==> src/rtl/shift_reg_sipo_framed_pkg.sv <==
// Shared definitions for the framed serial-in/parallel-out shift register:
// default word length and shift-direction encodings.
package shift_reg_sipo_framed_pkg;

    localparam int WIDTH_DEF = 4;

    typedef enum logic {
        DIR_LEFT  = 1'b0,   // new bit enters at LSB, first bit ends at MSB
        DIR_RIGHT = 1'b1    // new bit enters at MSB, first bit ends at LSB
    } dir_e;

endpackage

==> src/rtl/shift_reg_sipo_framed_if.sv <==
// Bus bundle for the framed SIPO: serial input controls, live shift state and
// the word output with its valid/ack handshake and sticky overrun flag.
interface shift_reg_sipo_framed_if
    import shift_reg_sipo_framed_pkg::*;
#(
    parameter int WIDTH = WIDTH_DEF
);
    localparam int CNT_W = $clog2(WIDTH);

    logic             clr;
    logic             en;
    logic             sdi;
    logic             dir;
    logic [WIDTH-1:0] q;
    logic [CNT_W-1:0] bit_cnt;
    logic [WIDTH-1:0] dout;
    logic             dout_valid;
    logic             dout_ack;
    logic             overrun;

    // Producer of serial data and consumer of words
    modport master (
        output clr, en, sdi, dir, dout_ack,
        input  q, bit_cnt, dout, dout_valid, overrun
    );

    // The shift register itself
    modport slave (
        input  clr, en, sdi, dir, dout_ack,
        output q, bit_cnt, dout, dout_valid, overrun
    );

endinterface

==> src/rtl/shift_reg_sipo_framed_bidir.sv <==
// WIDTH-bit bidirectional shift register. Besides the registered contents it
// exposes the value q will take at the next edge so the parent can capture a
// completed word on the same edge as its final shift.
module shift_reg_bidir
    import shift_reg_sipo_framed_pkg::*;
#(
    parameter int WIDTH = WIDTH_DEF
) (
    input  logic             clk,
    input  logic             reset_n,
    input  logic             clr,
    input  logic             en,
    input  logic             dir,
    input  logic             sdi,
    output logic [WIDTH-1:0] q,
    output logic [WIDTH-1:0] q_next
);

    logic [WIDTH-1:0] q_r;
    logic [WIDTH-1:0] q_nxt_s;

    // Next register value: clear wins, otherwise shift in the selected direction
    always_comb begin
        q_nxt_s = q_r;
        if (clr) begin
            q_nxt_s = {WIDTH{1'b0}};
        end else if (en) begin
            if (dir == DIR_RIGHT) begin
                q_nxt_s = {sdi, q_r[WIDTH-1:1]};
            end else begin
                q_nxt_s = {q_r[WIDTH-2:0], sdi};
            end
        end else begin
            q_nxt_s = q_r;
        end
    end

    // Shift register state
    always_ff @(posedge clk or negedge reset_n) begin
        if (!reset_n) begin
            q_r <= {WIDTH{1'b0}};
        end else begin
            q_r <= q_nxt_s;
        end
    end

    assign q      = q_r;
    assign q_next = q_nxt_s;

endmodule

==> src/rtl/shift_reg_sipo_framed.sv <==
// Framed SIPO top: shifts serial data, counts bits per word, captures each
// completed word into dout with a valid/ack handshake and a sticky overrun
// flag raised when a word overwrites one that was never acknowledged.
module shift_reg_sipo_framed
    import shift_reg_sipo_framed_pkg::*;
#(
    parameter int WIDTH = WIDTH_DEF
) (
    input  logic                           clk,
    input  logic                           reset_n,
    shift_reg_sipo_framed_if.slave         bus
);

    localparam int               CNT_W   = $clog2(WIDTH);
    localparam logic [CNT_W-1:0] CNT_MAX = CNT_W'(WIDTH - 1);
    localparam logic [CNT_W-1:0] CNT_ONE = CNT_W'(1'b1);

    logic [WIDTH-1:0] q_s;
    logic [WIDTH-1:0] q_next_s;

    logic [CNT_W-1:0] bit_cnt_r;
    logic [CNT_W-1:0] bit_cnt_nxt_s;
    logic [WIDTH-1:0] dout_r;
    logic [WIDTH-1:0] dout_nxt_s;
    logic             dout_valid_r;
    logic             dout_valid_nxt_s;
    logic             overrun_r;
    logic             overrun_nxt_s;
    logic             last_bit_s;

    shift_reg_bidir #(
        .WIDTH (WIDTH)
    ) u_shift (
        .clk     (clk),
        .reset_n (reset_n),
        .clr     (bus.clr),
        .en      (bus.en),
        .dir     (bus.dir),
        .sdi     (bus.sdi),
        .q       (q_s),
        .q_next  (q_next_s)
    );

    // A word completes when the bit being shifted in is the last of the word
    always_comb begin
        last_bit_s = 1'b0;
        if (bus.en && (bit_cnt_r == CNT_MAX)) begin
            last_bit_s = 1'b1;
        end else begin
            last_bit_s = 1'b0;
        end
    end

    // Bit counter, word capture, handshake and overrun next-state
    always_comb begin
        bit_cnt_nxt_s    = bit_cnt_r;
        dout_nxt_s       = dout_r;
        dout_valid_nxt_s = dout_valid_r;
        overrun_nxt_s    = overrun_r;
        if (bus.clr) begin
            bit_cnt_nxt_s    = {CNT_W{1'b0}};
            dout_nxt_s       = {WIDTH{1'b0}};
            dout_valid_nxt_s = 1'b0;
            overrun_nxt_s    = 1'b0;
        end else begin
            if (last_bit_s) begin
                bit_cnt_nxt_s    = {CNT_W{1'b0}};
                // capture includes the bit shifted in on this edge
                dout_nxt_s       = q_next_s;
                dout_valid_nxt_s = 1'b1;
                if (dout_valid_r && !bus.dout_ack) begin
                    overrun_nxt_s = 1'b1;
                end else begin
                    overrun_nxt_s = overrun_r;
                end
            end else begin
                if (bus.en) begin
                    bit_cnt_nxt_s = bit_cnt_r + CNT_ONE;
                end else begin
                    bit_cnt_nxt_s = bit_cnt_r;
                end
                if (dout_valid_r && bus.dout_ack) begin
                    dout_valid_nxt_s = 1'b0;
                end else begin
                    dout_valid_nxt_s = dout_valid_r;
                end
            end
        end
    end

    // Counter, capture and status registers
    always_ff @(posedge clk or negedge reset_n) begin
        if (!reset_n) begin
            bit_cnt_r    <= {CNT_W{1'b0}};
            dout_r       <= {WIDTH{1'b0}};
            dout_valid_r <= 1'b0;
            overrun_r    <= 1'b0;
        end else begin
            bit_cnt_r    <= bit_cnt_nxt_s;
            dout_r       <= dout_nxt_s;
            dout_valid_r <= dout_valid_nxt_s;
            overrun_r    <= overrun_nxt_s;
        end
    end

    assign bus.q          = q_s;
    assign bus.bit_cnt    = bit_cnt_r;
    assign bus.dout       = dout_r;
    assign bus.dout_valid = dout_valid_r;
    assign bus.overrun    = overrun_r;

endmodule

==> src/flat_wrapper.sv <==
// flat-port wrapper written by rule: the top's interface ports become plain ports
module shift_reg_sipo_framed_flat import shift_reg_sipo_framed_pkg::*;
#(
    parameter int WIDTH = WIDTH_DEF
)
  (clk, reset_n, bus_clr, bus_en, bus_sdi, bus_dir, bus_dout_ack, bus_q, bus_bit_cnt, bus_dout, bus_dout_valid, bus_overrun);
  shift_reg_sipo_framed_if #(.WIDTH(WIDTH)) bus_i ();
  input  logic clk;
  input  logic reset_n;
  input wire logic [$bits(bus_i.clr)-1:0] bus_clr;
  input wire logic [$bits(bus_i.en)-1:0] bus_en;
  input wire logic [$bits(bus_i.sdi)-1:0] bus_sdi;
  input wire logic [$bits(bus_i.dir)-1:0] bus_dir;
  input wire logic [$bits(bus_i.dout_ack)-1:0] bus_dout_ack;
  output wire logic [$bits(bus_i.q)-1:0] bus_q;
  output wire logic [$bits(bus_i.bit_cnt)-1:0] bus_bit_cnt;
  output wire logic [$bits(bus_i.dout)-1:0] bus_dout;
  output wire logic [$bits(bus_i.dout_valid)-1:0] bus_dout_valid;
  output wire logic [$bits(bus_i.overrun)-1:0] bus_overrun;
  assign bus_i.clr = bus_clr;
  assign bus_i.en = bus_en;
  assign bus_i.sdi = bus_sdi;
  assign bus_i.dir = bus_dir;
  assign bus_i.dout_ack = bus_dout_ack;
  assign bus_q = bus_i.q;
  assign bus_bit_cnt = bus_i.bit_cnt;
  assign bus_dout = bus_i.dout;
  assign bus_dout_valid = bus_i.dout_valid;
  assign bus_overrun = bus_i.overrun;
  shift_reg_sipo_framed #(.WIDTH(WIDTH)) u_core (.clk(clk), .reset_n(reset_n), .bus(bus_i));
endmodule
==> config.mk <==
export PLATFORM = sky130hd
export DESIGN_NAME = shift_reg_sipo_framed_flat
export DESIGN_NICKNAME = d
export VERILOG_FILES = /design/src/rtl/shift_reg_sipo_framed_pkg.sv /design/src/rtl/shift_reg_sipo_framed_if.sv /design/src/rtl/shift_reg_sipo_framed_bidir.sv /design/src/rtl/shift_reg_sipo_framed.sv /design/src/flat_wrapper.sv
export SDC_FILE = /design/constraint.sdc
export NUM_CORES = 1
export LEC_CHECK = 0
export BUFFER_PORTS_ARGS = -buffer_cell sky130_fd_sc_hd__buf_2
export CORE_MARGIN = 4
export CORE_UTILIZATION = 40
export DETAILED_ROUTE_END_ITERATION = 7
export PLACE_DENSITY = 0.69
export RECOVER_POWER = 50
export SLEW_MARGIN = 20
export SYNTH_ARGS = -nofsm -noshare
export SYNTH_HDL_FRONTEND = slang
export SYNTH_SLANG_ARGS = --single-unit
==> constraint.sdc <==
create_clock -name clk -period 1.15 [get_ports clk]
set_clock_uncertainty 0.1 [all_clocks]
set_input_delay 0.115 -clock clk [delete_from_list [all_inputs] [get_ports clk]]
set_output_delay 0.115 -clock clk [all_outputs]
set_load 0.02 [all_outputs]
* Word-level counts from Yosys, hierarchy flattened *
Cells that the tools add are included.

cells by class
  mux-type cells = 15
  equality and inequality tests = 1
  reductions and logical operators = 9
  add/subtract/negate cells = 1

operators with widths
  cell                                                           count
  4-bit two-way mux                                              5
  1-bit two-way mux                                              7
  2-bit two-way mux                                              3
  3-bit nonzero test                                             2
  2-bit nonzero test                                             2
  1-bit logical AND                                              3
  2-bit by 1-bit adder with 2-bit output, second input constant  1
  2-bit == test, second input constant                           1
  2-bit AND reduction                                            1
  1-bit logical NOT                                              1

storage, ports and cells
  logic and storage cells = 31
  output and inout port bits = 12
  input port bits = 7
  register bits = 12

* Depth between registers and ports, before layout *
  depth after elaboration = 5
  depth in mapped cells = 4
  gate-level depth less buffers = 3

* By module *
A second synthesis with hierarchy kept.

second synthesis, totals
  cell total of the unflattened synthesis = 54
  area total of the unflattened synthesis = 571.8 um^2

by module, submodules not included
  module                 times used  area an instance (um^2)  cells each  sequential area each (um^2)
  shift_reg_sipo_framed  1           377.9                    36          200.2
  shift_reg_bidir        1           193.9                    18          100.1

* Worst setup path after synthesis *
No wires, ideal clock.

  kind = register to register
  start point = register u_core.bit_cnt_r[0] (netlist: u_core.bus.bit_cnt[0])
  end point = register u_core.bit_cnt_r[0] (netlist: u_core.bus.bit_cnt[0])
  period minus slack after synthesis = 1.344 ns
  buffers on the path = 0
  stages on the path, launching flop included = 4
  data required time = 0.972 ns
  path slack = -0.194 ns
  data arrival time = 1.166 ns
  setup time = 0.078 ns
  cells stage by stage = dfrtp_1 > ha_1 > or3b_1 > a21oi_1

between the ends
  word-level cells in the longest chain between the ends = 5
  elaborated cells between the ends (all ways) = 8
  classes of those cells = add/sub (1); eq/ne (1); mux (4); reduce/logical (2)

ends and longest elaborated chain
  what                                                                            line                         text
  start, declared                                                                 shift_reg_sipo_framed.sv:21  logic [CNT_W-1:0] bit_cnt_r;
  start signal, assigned                                                          shift_reg_sipo_framed.sv:94  bit_cnt_r <= {CNT_W{1'b0}};
  start signal, assigned                                                          shift_reg_sipo_framed.sv:99  bit_cnt_r <= bit_cnt_nxt_s;
  branches (longest 5 deep; another with 2-bit by 1-bit adder with 2-bit output)  --

Several ways; the timed one is not identified. The select of a mux whose other input is x is not followed.
A chain may end at the register's enable or synchronous reset.

* Worst setup path in the final report *
Ends and elaborated chain as after synthesis.

==> summary.md <==
| Metric | Value |
|---|---|
| Clk_lat worst skew | 260 ps |
| R2R cell count | 3 |
| Worst slew pin tran | 667.9 ps |
| WL/cell | 14.13 um |
| Mapped Nets | 58 |
| Total clock buffers created by CTS | 3 |
| Hold path start | bus_dout_ack |
| Clock Tree Buf Depth | 2 |
| DIE WIDTH | 45.19 um |
| Peak Freq | 791.5 MHz |
| DP Wirelength | 862.4 um |
| Setup TNS | -437.3 ps |
| First-pass GRT wire length | 2.063 mm |
| Iteration-0 DRC Markers | 7 |
| Main synth FF type | dfrtp_1 |
| Setup violators final | 8 |
| Crit path DAT | 1350 ps |
| Post-synth cell types | 17 |
| R2R setup slack | -110 ps |
| CTS tree | done |
| Largest net degree at the start of global routing | 14 |
| Critical Path End Type | flip-flop |
| Critical path class | reg2reg |
| Synth warn | 0 |
| Gpl congestion | 0.6509 |
| Core Region | 0.001301 mm2 |
| Residual DRC | 0 |
| Ys async rst share | 1.000 |
| Avg Cell Area, Syn | 11.06 um2 |
| Most common cell in the netlist | dfrtp_1 |
| # rows | 13 |
| Final worst-path cycle share | 1.099 |
| Slew Limit Fails | 0 |
| Via count | 465 |
| Failing checks | setup timing |
| Leak | 0.3701 nW |
| Mapped cell area | 553.0 um2 |
| Max VDD drop | 0.7109 mV |
| Antenna violations before repair | 0 |
| Layout cells sized above 1 | 0.4865 |
| 1st-pass router iterations | 4 |
| Outcome | finished with violations |
| Die area | 0.002042 mm2 |
| Area Overhead vs Synth | 42.53% |
| TritonCTS Sinks | 12 |
| Final net count | 83 |
| Metal1 wirelength | 638 um |
| Wire length on met3 | 92 um |
| Final wirelength | 1.258 mm |
| Final Hold Fails | 0 |
| GRT Overall Usage | 0.1424 |
| Worst Path Required | 1240 ps |
| Remaining global-route overflow | 0 |
| H-tree depth | 1 |
| Sequential-to-total area share from yosys stat | 0.5430 |
| Most frequent cells after synthesis | 12 x dfrtp_1, 8 x a21oi_1 |
| Crit path to | u_core.bus.bit_cnt[0] |
| Hold Path Class | in2reg |
| Fin crit period | 1263 ps |
| Worst R2R End | u_core.bus.bit_cnt[0] |
| PD cells | 1109 mW/mm2 |
| Antenna diodes | 0 |
| Slew HR | 0.5547 |
| Number of global-route vias before repair | 463 |
| Yosys top cell by area | dfrtp_1 |
| Starting Density | 0.4250 |
| Via density | 5.225 |
| Clock-pin transition on the worst setup and hold timing paths | 70 ps |
| RSZ-0062 raised after global routing | yes |
| Synth top area cells | dfrtp_1 54%, a21oi_1 7.2%, mux2i_1 7.2% |
| Final ANT Viol Nets | 0 |
| Total Power | 0.0008739 W |
| Number of port buffers | 18 |
| Die Y | 45.19 um |
| Boundary Pins | 19 |
| Syn Inst Count | 50 |
| Wire length on met2 | 527 um |
| Highest metal used | met3 |
| Top-area cell type share of the netlist area | 0.5430 |
| Worst Setup SP | u_core.bus.bit_cnt[0] |
| Pre-CTS WS | -129.4 ps |
| Flops & latches, synth | 12 |
| Max cap viols | 0 |
| Worst-path fanout max | 3 |
| Final setup margin | -113.5 ps |
| Number of synthesized flops with an enable pin | 0 |
| Reg-to-reg startpoint | u_core.bus.bit_cnt[0] |
| Startpoint types | flip-flop |
| Clock root buffer | clkbuf_4 |
## worst max-delay path, stage by stage (launching register included)
cell and delay (ps):
dfrtp_2 430, buf_4 150, or3b_1 380, a21oi_2 130
## metal layers
metal  up-vias  GRT usage
met1       215     0.2191
met4         0    0.04094
met5         -          0
met2        16     0.1864
li1        234          -
met3         0    0.04781
## kinds of logic after synthesis
group | after synthesis | synth area share
AO/OA/AOI/OAI | 16 | 0.1900
adder cells (fa/ha/maj) | 1 | 0.02262
buffers and inverters | 6 | 0.05882
AND/OR/NAND/NOR | 11 | 0.1131
multiplexers | 4 | 0.07240
flip-flops | 12 | 0.5430
## report_power, final
| group | internal [W] | switching [W] |
|---|---|---|
| logic | 0.0000714 | 0.0000893 |
| clock network | 0.000134 | 0.000125 |
| registers | 0.000439 | 0.0000153 |
| total | 0.000644 | 0.000230 |
## layout by cell type, fill, tap and decap left out
| master | n |
|---|---|
| nand4b_1 | 1 |
| nand2b_1 | 3 |
| a311oi_1 | 2 |
| clkbuf_4 | 3 |
| buf_12 | 1 |
| dfrtp_1 | 10 |
| inv_1 | 1 |
| ha_4 | 1 |
| nor2_1 | 4 |
| nand2_1 | 1 |
| mux2i_1 | 4 |
| dlygate4sd3_1 | 1 |
| buf_2 | 15 |
| or3b_1 | 1 |
| clkbuf_1 | 2 |
| a21oi_2 | 5 |
| a311oi_2 | 2 |
| buf_6 | 3 |
| nand3b_1 | 1 |
| buf_4 | 4 |
| dfrtp_2 | 2 |
| a21oi_1 | 3 |
| a211oi_1 | 4 |
## sequential cells by signal, indices dropped and copies added (netlist names)
| signal | cells |
|---|---|
| u_core.bus.bit_cnt | 2 |
| u_core.bus.overrun | 1 |
| u_core.bus.dout_valid | 1 |
| u_core.u_shift.q | 4 |
| u_core.bus.dout | 4 |
## stage by stage
| step | cells | cell area, um2 | hold slack (ps) | utilization |
|---|---|---|---|---|
| CTS | 87 | 748.2 | 18.73 | 0.5750 |
| detailed placement | 82 | 690.7 | -92.99 | 0.5308 |
| finish | 89 | 788.3 | 26.91 | 0.6058 |
| floorplan | 50 | 568.0 | -280.6 | - |
| global placement | 82 | 690.7 | -92.93 | 0.5308 |
| global route | 89 | 788.3 | 27.43 | 0.6058 |
## how the worst min path moves through the flow
stage,to,cells past startpoint
2_1_floorplan,u_core.bus.bit_cnt[0],0
3_3_place_gp,u_core.bus.dout[2],1
3_5_place_dp,u_core.bus.dout[2],1
4_1_cts,u_core.bus.dout_valid,3
5_1_grt,u_core.bus.dout_valid,3
6_report,u_core.bus.dout_valid,3
## final cells by class
| type | instances | area [um2] |
|---|---|---|
| clock buffers | 4 | 26.28 |
| fillers | 107 | 513.0 |
| inverters | 1 | 3.754 |
| multi-input cells | 32 | 264.0 |
| flip-flops and latches | 12 | 302.8 |
| well taps | 15 | 18.77 |
| repair buffers | 25 | 172.7 |
## what timing repair did
item,in CTS,in global routing
resized for setup,6,6
setup endpoints to repair,8,9
hold buffers,1,0
pin swaps,3,1
endpoints found under the hold margin,12,0
setup buffers,0,2
(Power assumes the default switching activity.)
